--- src/rtl/uart_tx_arbiter.sv ---
// rtl/uart_tx_arbiter.sv - two-requester frame arbiter in front of the UART transmitter
// Owner keeps the Tx until its last byte completes; ties go to the requester not served last.
module uart_tx_arbiter #(
  parameter int DATA_W     = 8,
  parameter int TX_TIMEOUT = 200000,
  parameter int CNT_W      = 18
) (
  input  logic              clk,
  input  logic              reset,
  input  logic [DATA_W-1:0] req0_data,
  input  logic              req0_valid,
  input  logic              req0_last,
  output logic              req0_ready,
  input  logic [DATA_W-1:0] req1_data,
  input  logic              req1_valid,
  input  logic              req1_last,
  output logic              req1_ready,
  output logic [DATA_W-1:0] tx_dato_in,
  output logic              tx_start,
  input  logic              tx_done,
  output logic [1:0]        grant,
  output logic              busy,
  output logic              timeout_err
);

  typedef enum logic [1:0] {IDLE, FETCH, START, WAIT} state_e;

  state_e              state_q, state_d;
  logic                owner_q, owner_d;
  logic                last_served_q, last_served_d;
  logic                last_flag_q, last_flag_d;
  logic [DATA_W-1:0]   data_q, data_d;
  logic [CNT_W-1:0]    cnt_q, cnt_d;
  logic                timeout_err_q, timeout_err_d;

  logic                own_valid;
  logic [DATA_W-1:0]   own_data;
  logic                own_last;
  logic                timeout_hit;

  assign own_valid   = owner_q ? req1_valid : req0_valid;
  assign own_data    = owner_q ? req1_data  : req0_data;
  assign own_last    = owner_q ? req1_last  : req0_last;
  assign timeout_hit = (cnt_q == CNT_W'(TX_TIMEOUT - 1));

  always_comb begin
    state_d       = state_q;
    owner_d       = owner_q;
    last_served_d = last_served_q;
    last_flag_d   = last_flag_q;
    data_d        = data_q;
    timeout_err_d = timeout_err_q;
    case (state_q)
      IDLE: begin
        if (req0_valid || req1_valid) begin
          owner_d = (req0_valid && req1_valid) ? ~last_served_q : req1_valid;
          state_d = FETCH;
        end
      end
      FETCH: begin
        // A handshake in the timeout cycle still wins: ready was already high.
        if (own_valid) begin
          data_d      = own_data;
          last_flag_d = own_last;
          state_d     = START;
        end else if (timeout_hit) begin
          state_d       = IDLE;
          last_served_d = owner_q;
          timeout_err_d = 1'b1;
        end
      end
      START: state_d = WAIT;
      WAIT: begin
        if (tx_done) begin
          if (last_flag_q) begin
            state_d       = IDLE;
            last_served_d = owner_q;
          end else begin
            state_d = FETCH;
          end
        end else if (timeout_hit) begin
          state_d       = IDLE;
          last_served_d = owner_q;
          timeout_err_d = 1'b1;
        end
      end
      default: state_d = IDLE;
    endcase
  end

  always_comb begin
    cnt_d = '0;
    if (state_d == state_q && (state_q == FETCH || state_q == WAIT)) begin
      cnt_d = cnt_q + CNT_W'(1);
    end
  end

  always_ff @(posedge clk) begin
    if (reset) begin
      state_q       <= IDLE;
      owner_q       <= 1'b0;
      last_served_q <= 1'b1;
      last_flag_q   <= 1'b0;
      data_q        <= '0;
      cnt_q         <= '0;
      timeout_err_q <= 1'b0;
    end else begin
      state_q       <= state_d;
      owner_q       <= owner_d;
      last_served_q <= last_served_d;
      last_flag_q   <= last_flag_d;
      data_q        <= data_d;
      cnt_q         <= cnt_d;
      timeout_err_q <= timeout_err_d;
    end
  end

  assign req0_ready  = (state_q == FETCH) && !owner_q;
  assign req1_ready  = (state_q == FETCH) &&  owner_q;
  assign tx_start    = (state_q == START);
  assign tx_dato_in  = data_q;
  assign busy        = (state_q != IDLE);
  assign grant       = busy ? {owner_q, ~owner_q} : 2'b00;
  assign timeout_err = timeout_err_q;

endmodule

--- config.mk ---
export PLATFORM = sky130hd
export DESIGN_NAME = uart_tx_arbiter
export DESIGN_NICKNAME = d
export VERILOG_FILES = /design/src/rtl/uart_tx_arbiter.sv
export SDC_FILE = /design/constraint.sdc
export NUM_CORES = 1
export LEC_CHECK = 0
export ABC_AREA = 1
export ABC_CLOCK_PERIOD_IN_PS = 1900
export CORE_ASPECT_RATIO = 0.6
export CORE_UTILIZATION = 49
export CTS_CLUSTER_SIZE = 30
export DETAILED_ROUTE_END_ITERATION = 6
export PLACE_DENSITY = 0.81
export SLEW_MARGIN = 20
export SYNTH_ARGS = -nofsm -noshare
export SYNTH_HDL_FRONTEND = slang
export SYNTH_SLANG_ARGS = --single-unit
--- constraint.sdc ---
create_clock -name clk -period 1.9 [get_ports clk]
set_clock_uncertainty 0.15 [all_clocks]
set_input_delay 0.285 -clock clk [delete_from_list [all_inputs] [get_ports clk]]
set_output_delay 0.285 -clock clk [all_outputs]
set_load 0.05 [all_outputs]
## Yosys cells after proc, flatten, opt, wreduce, memory -nomap -nowiden

Cells that the tools add are included.

- Register bits after elaboration: 32
- Output and inout bits: 15
- Logic and storage cells: 54

- Mux-type cells: 20
- Reductions and logical operators: 15
- Bitwise gates (word level): 3
- Add/sub/neg operators: 1
- Eq/ne operators: 8

Operators by type and width:

| operator | number |
|---|---|
| adder 18 x 1 -> 18 bit, second input constant | 1 |
| == test 18 bit, second input constant | 1 |
| two-way mux 1 bit | 11 |
| two-way mux 2 bit | 5 |
| two-way mux 8 bit | 1 |
| case mux 2 bit (4 select lines) | 1 |
| AND reduction 3 bit | 2 |
| == test 2 bit, second input constant | 2 |
| logical AND 1 bit | 4 |
| inequality test 2 bit, second input constant | 2 |
| case mux 1 bit (2 select lines) | 2 |
| AND reduction 2 bit | 2 |
| nonzero test 2 bit | 2 |
| inequality test 3 bit, second input constant | 1 |
| inverter 1 bit | 3 |
| == test 2 x 1 -> 1 bit, second input constant | 1 |
| == test 2 bit | 1 |
| logical NOT 2 bit | 1 |
| logical OR 1 bit | 2 |
| OR reduction 2 bit | 1 |
| logical NOT 1 bit | 1 |

## Logic depth before layout (Yosys ltp)

Gate-level depths: netlist of the first run.

- Word-level depth: 8
- Depth in mapped cells: 9
- Mapped depth without buffers: 9

## Worst setup path after synthesis of the first run

OpenSTA, ideal clock, no wires.

- Path kind: flip-flop to output port
- From: reg owner_q
- To: out grant[1]
- Arrival: 1312 ps
- Slack: 153 ps
- Buffers on the path: 1
- Cell stages (with the launch flop): 4
- Path through: dfxtp_1 inv_2 clkbuf_1 nor2_1

- Cells in the longest elaborated chain, start to end: 1

RTL lines:

| element | line | source |
|---|---|---|
| start: declaration | 29 | `logic owner_q, owner_d;` |
| start signal: assignment | 109 | `owner_q <= owner_d;` |
| two-way mux 2 bit | 123 | `assign grant = busy ? {owner_q, ~owner_q} : 2'b00;` |
| end: declaration | 21 | `output logic [1:0] grant,` |

Every way passes these cells.

## Worst setup path after layout of the first run

- From: reg data_q[0] (netlist: tx_dato_in[0])
- To: out tx_dato_in[0]

RTL lines:

| element | line | source |
|---|---|---|
| start: declaration | 32 | `logic [DATA_W-1:0] data_q, data_d;` |
| start signal: assignment | 112 | `data_q <= data_d;` |
| end: declaration | 18 | `output logic [DATA_W-1:0] tx_dato_in,` |

No word-level cell between the ends.

==> metrics.yaml, run 1 <==
synthesis:
  ys_types: 27
  synth-seq-area-share_pct: 39.7
  yosys_warnings: 0
  synth_cells: 216
  netlist_area_um2: 1620
  syn_nets: 240
  avgSynthCellArea_um2: 7.48
  ys_ff_latch: 32
sta:
  max_slew_margin_pct: 67.1
  fin_crit_ns: 1.84
  finalHoldViolations: 0
  fmaxAchievable_mhz: 542
  fin_crit_sh_pct: 97.1
  rsz0062_at_grt: "false"
  worst_pin_slew_ns: 0.492
  tns_ns: 0
  drv_slew: 0
  finalSetupViolations: 0
  layout_setup_ws_ns: 0.0554
global_route:
  grt_max_degree: 19
  gr-usage-all-layers_pct: 23.5
  antenna_found_initial: 0
  grt_remaining_overflow: 0
  grt_pass1_vias: 1264
  grt_pass1_wl_um: 6150
power_and_ir_drop:
  p_sw_share_pct: 32.5
  power_frac_seq_pct: 41.4
  clkPwrFrac_pct: 30.0
  p_leak_nw: 0.765
  p_int_mw: 1.21
  pwr-share-comb_pct: 28.5
  p_sw_mw: 0.583
  power_density_nw_per_um2: 824
  irDropWorstVdd_mv: 0.621
detailed_routing:
  drc: 0
  wl_um: 3830
  vias: 1506
  drt_iter0_drc: 100
  ant_nets: 0
  first_pass_iters: 4
  vias_per_cell: 4.95
  wl_per_cell_um: 12.6
floorplan:
  row_count: 15
  start_util_pct: 53.8
  ioPinCount: 38
  die_x_um: 76.1
  die_h_um: 46.5
  fp.coreArea_um2: 3000
  die_area_um2: 3540
clock_network:
  numCtsBuffers: 5
  htree_levels: 2
  clk_latency_ns: 0.28
  cts_sinks: 32
  postCtsHoldBufs: 0
  ctsResizeCount: 0
  clk_pin_slew_worst_paths_ns: 0.06
  root_buffer: "clkbuf_8"
  cts_buffer_depth: 2
  post-cts-setup-buffers: 0
  cts_tree: "yes"
hold_path:
  worstHoldPathType: "register to register"
critical_path:
  cp_top_family: "buffers and inverters"
  cp-end-kind: "primary output"
  crit_type: "register to primary output"
  crit_slowest_cell: "clkdlybuf4s50_1"
  cpPeakStageDelay_ns: 0.80
  worst_ep_arrival_time_ns: 1.41
  path_buf_inv: 1
  cp-start-kind: "register"
  crit_path_cell_trace: "clkdlybuf4s50_1"
  critPathMaxFanout: 2
  cp_data_required_time_ns: 1.46
final_layout:
  drive_gt1_share_pct: 19.8
  final_area_um2: 2180
  ff_latch_area_um2: 642
  area_delta_synth_final_pct: 34.9
  fill_cells: 226
  multiInputGateArea_um2: 866
  fin_nets: 285
  final_common_cell: "nand2_1"
  layout_common_cells: "nand2_1, dfxtp_1, nor2_1"
  diodes: 0
placed_design:
  hpwl_um: 2900
  placed_area_um2: 2090
  gp_congestion: 0.807
  io_buffers: 37
  place_ws_ns: 0.0678
flow_run:
  cap_viol_max_count: 0
run_status:
  status: "completed"
## sequential cells by signal, indices dropped and copies added (netlist names)
| name | cells |
|---|---|
| owner_q | 1 |
| tx_dato_in | 8 |
| cnt_q | 18 |
| state_q | 2 |
| timeout_err | 1 |
| last_flag_q | 1 |
| last_served_q | 1 |
## synth_stat cells
library cell  instances  area share [%]
nand3_4               1             1.1
clkinv_1              1            0.23
inv_1                16             3.7
nand4_1               4             1.5
xor2_1                8             4.3
nand3_1              10             3.1
o21ai_0               9             2.8
ha_1                  1            0.77
o211ai_1              1            0.46
nor2_4                3             2.1
nand2_2               6             2.3
xnor2_1               3             1.6
nand2_1              45              10
a21oi_1               9             2.8
o22ai_4               1             1.2
buf_6                 2             1.4
o21ai_1               1            0.31
nor3_1                5             1.5
a21boi_0              1            0.46
inv_2                 4            0.93
nor2_2                8             3.1
nand3b_1              2            0.93
a31oi_1              10             3.9
clkbuf_1              2            0.46
nand3_2               4             2.5
dfxtp_1              32              40
nor2_1               27             6.3
## power by group through the flow
| stage | Sequential (mW) | Clock [mW] | Combinational (mW) |
|---|---|---|---|
| 2_1_floorplan | 0.825 | 0 | 0.225 |
| 3_3_place_gp | 0.756 | 0 | 0.507 |
| 3_5_place_dp | 0.757 | 0 | 0.510 |
| 4_1_cts | 0.743 | 0.547 | 0.512 |
| 5_1_grt | 0.748 | 0.578 | 0.540 |
| 6_report | 0.744 | 0.539 | 0.512 |
## area by class of cell
cell class | count | area share (%)
clock buffers | 8 | 4.13
inverters | 21 | 3.62
well taps | 42 | 2.41
multi-input cells | 159 | 39.7
flip-flops and latches | 32 | 29.4
repair buffers | 42 | 20.7
## per-layer routing
metal / part of all wire, % / track usage [%]
met5: 0 / 0
met4: 0.94 / 8.08
met3: 8.2 / 6.53
met2: 38 / 29.3
met1: 53 / 36.6
## worst paths after layout
| path | from | to | slack, ns | depth (start not counted) |
|---|---|---|---|---|
| worst max-delay path | tx_dato_in[0] | tx_dato_in[0] | 0.06 | 1 |
| worst min-delay path | timeout_err | timeout_err | 0.31 | 2 |
| worst max register to register | cnt_q[1] | cnt_q[16] | 0.19 | 7 |
| worst min register to register | timeout_err | timeout_err | 0.31 | 2 |
## metrics by stage
stage	hold WS, ns	power (mW)	util, %	cells
after detailed placement	0.306	1.27	69.5	296
after floorplan	0.204	1.05	-	216
after global routing	0.330	1.87	72.6	304
final	0.313	1.80	72.6	304
after CTS	0.315	1.80	72.5	304
after global placement	0.296	1.26	69.5	296
## cells by family after synthesis
| logic type | Yosys count | share of synthesized area (%) |
|---|---|---|
| AOI/OAI and AO/OA | 32 | 11.9 |
| xor gates and xnor gates | 11 | 5.96 |
| and+or+nand+nor | 115 | 34.9 |
| adders and majority gates | 1 | 0.774 |
| buffers and inverters | 25 | 6.74 |
| DFF | 32 | 39.7 |
Note: power is estimated with default switching activity, not from simulation.
==> inputs of run 2 (changes only) <==
--- a/config.mk
+++ b/config.mk
@@ -11,6 +11,7 @@
 export CORE_UTILIZATION = 49
 export CTS_CLUSTER_SIZE = 30
 export DETAILED_ROUTE_END_ITERATION = 6
+export HOLD_SLACK_MARGIN = 0.1
 export PLACE_DENSITY = 0.81
 export SLEW_MARGIN = 20
 export SYNTH_ARGS = -nofsm -noshare
==> results of run 2 <==
Same layout as run 1: the final DEF is identical, and so are final timing and power.
==> inputs of run 3 (changes only) <==
--- a/config.mk
+++ b/config.mk
@@ -6,7 +6,6 @@
 export NUM_CORES = 1
 export LEC_CHECK = 0
 export ABC_AREA = 1
-export ABC_CLOCK_PERIOD_IN_PS = 1900
 export CORE_ASPECT_RATIO = 0.6
 export CORE_UTILIZATION = 49
 export CTS_CLUSTER_SIZE = 30
==> results of run 3 <==
Same layout as run 1: the final DEF is identical, and so are final timing and power.
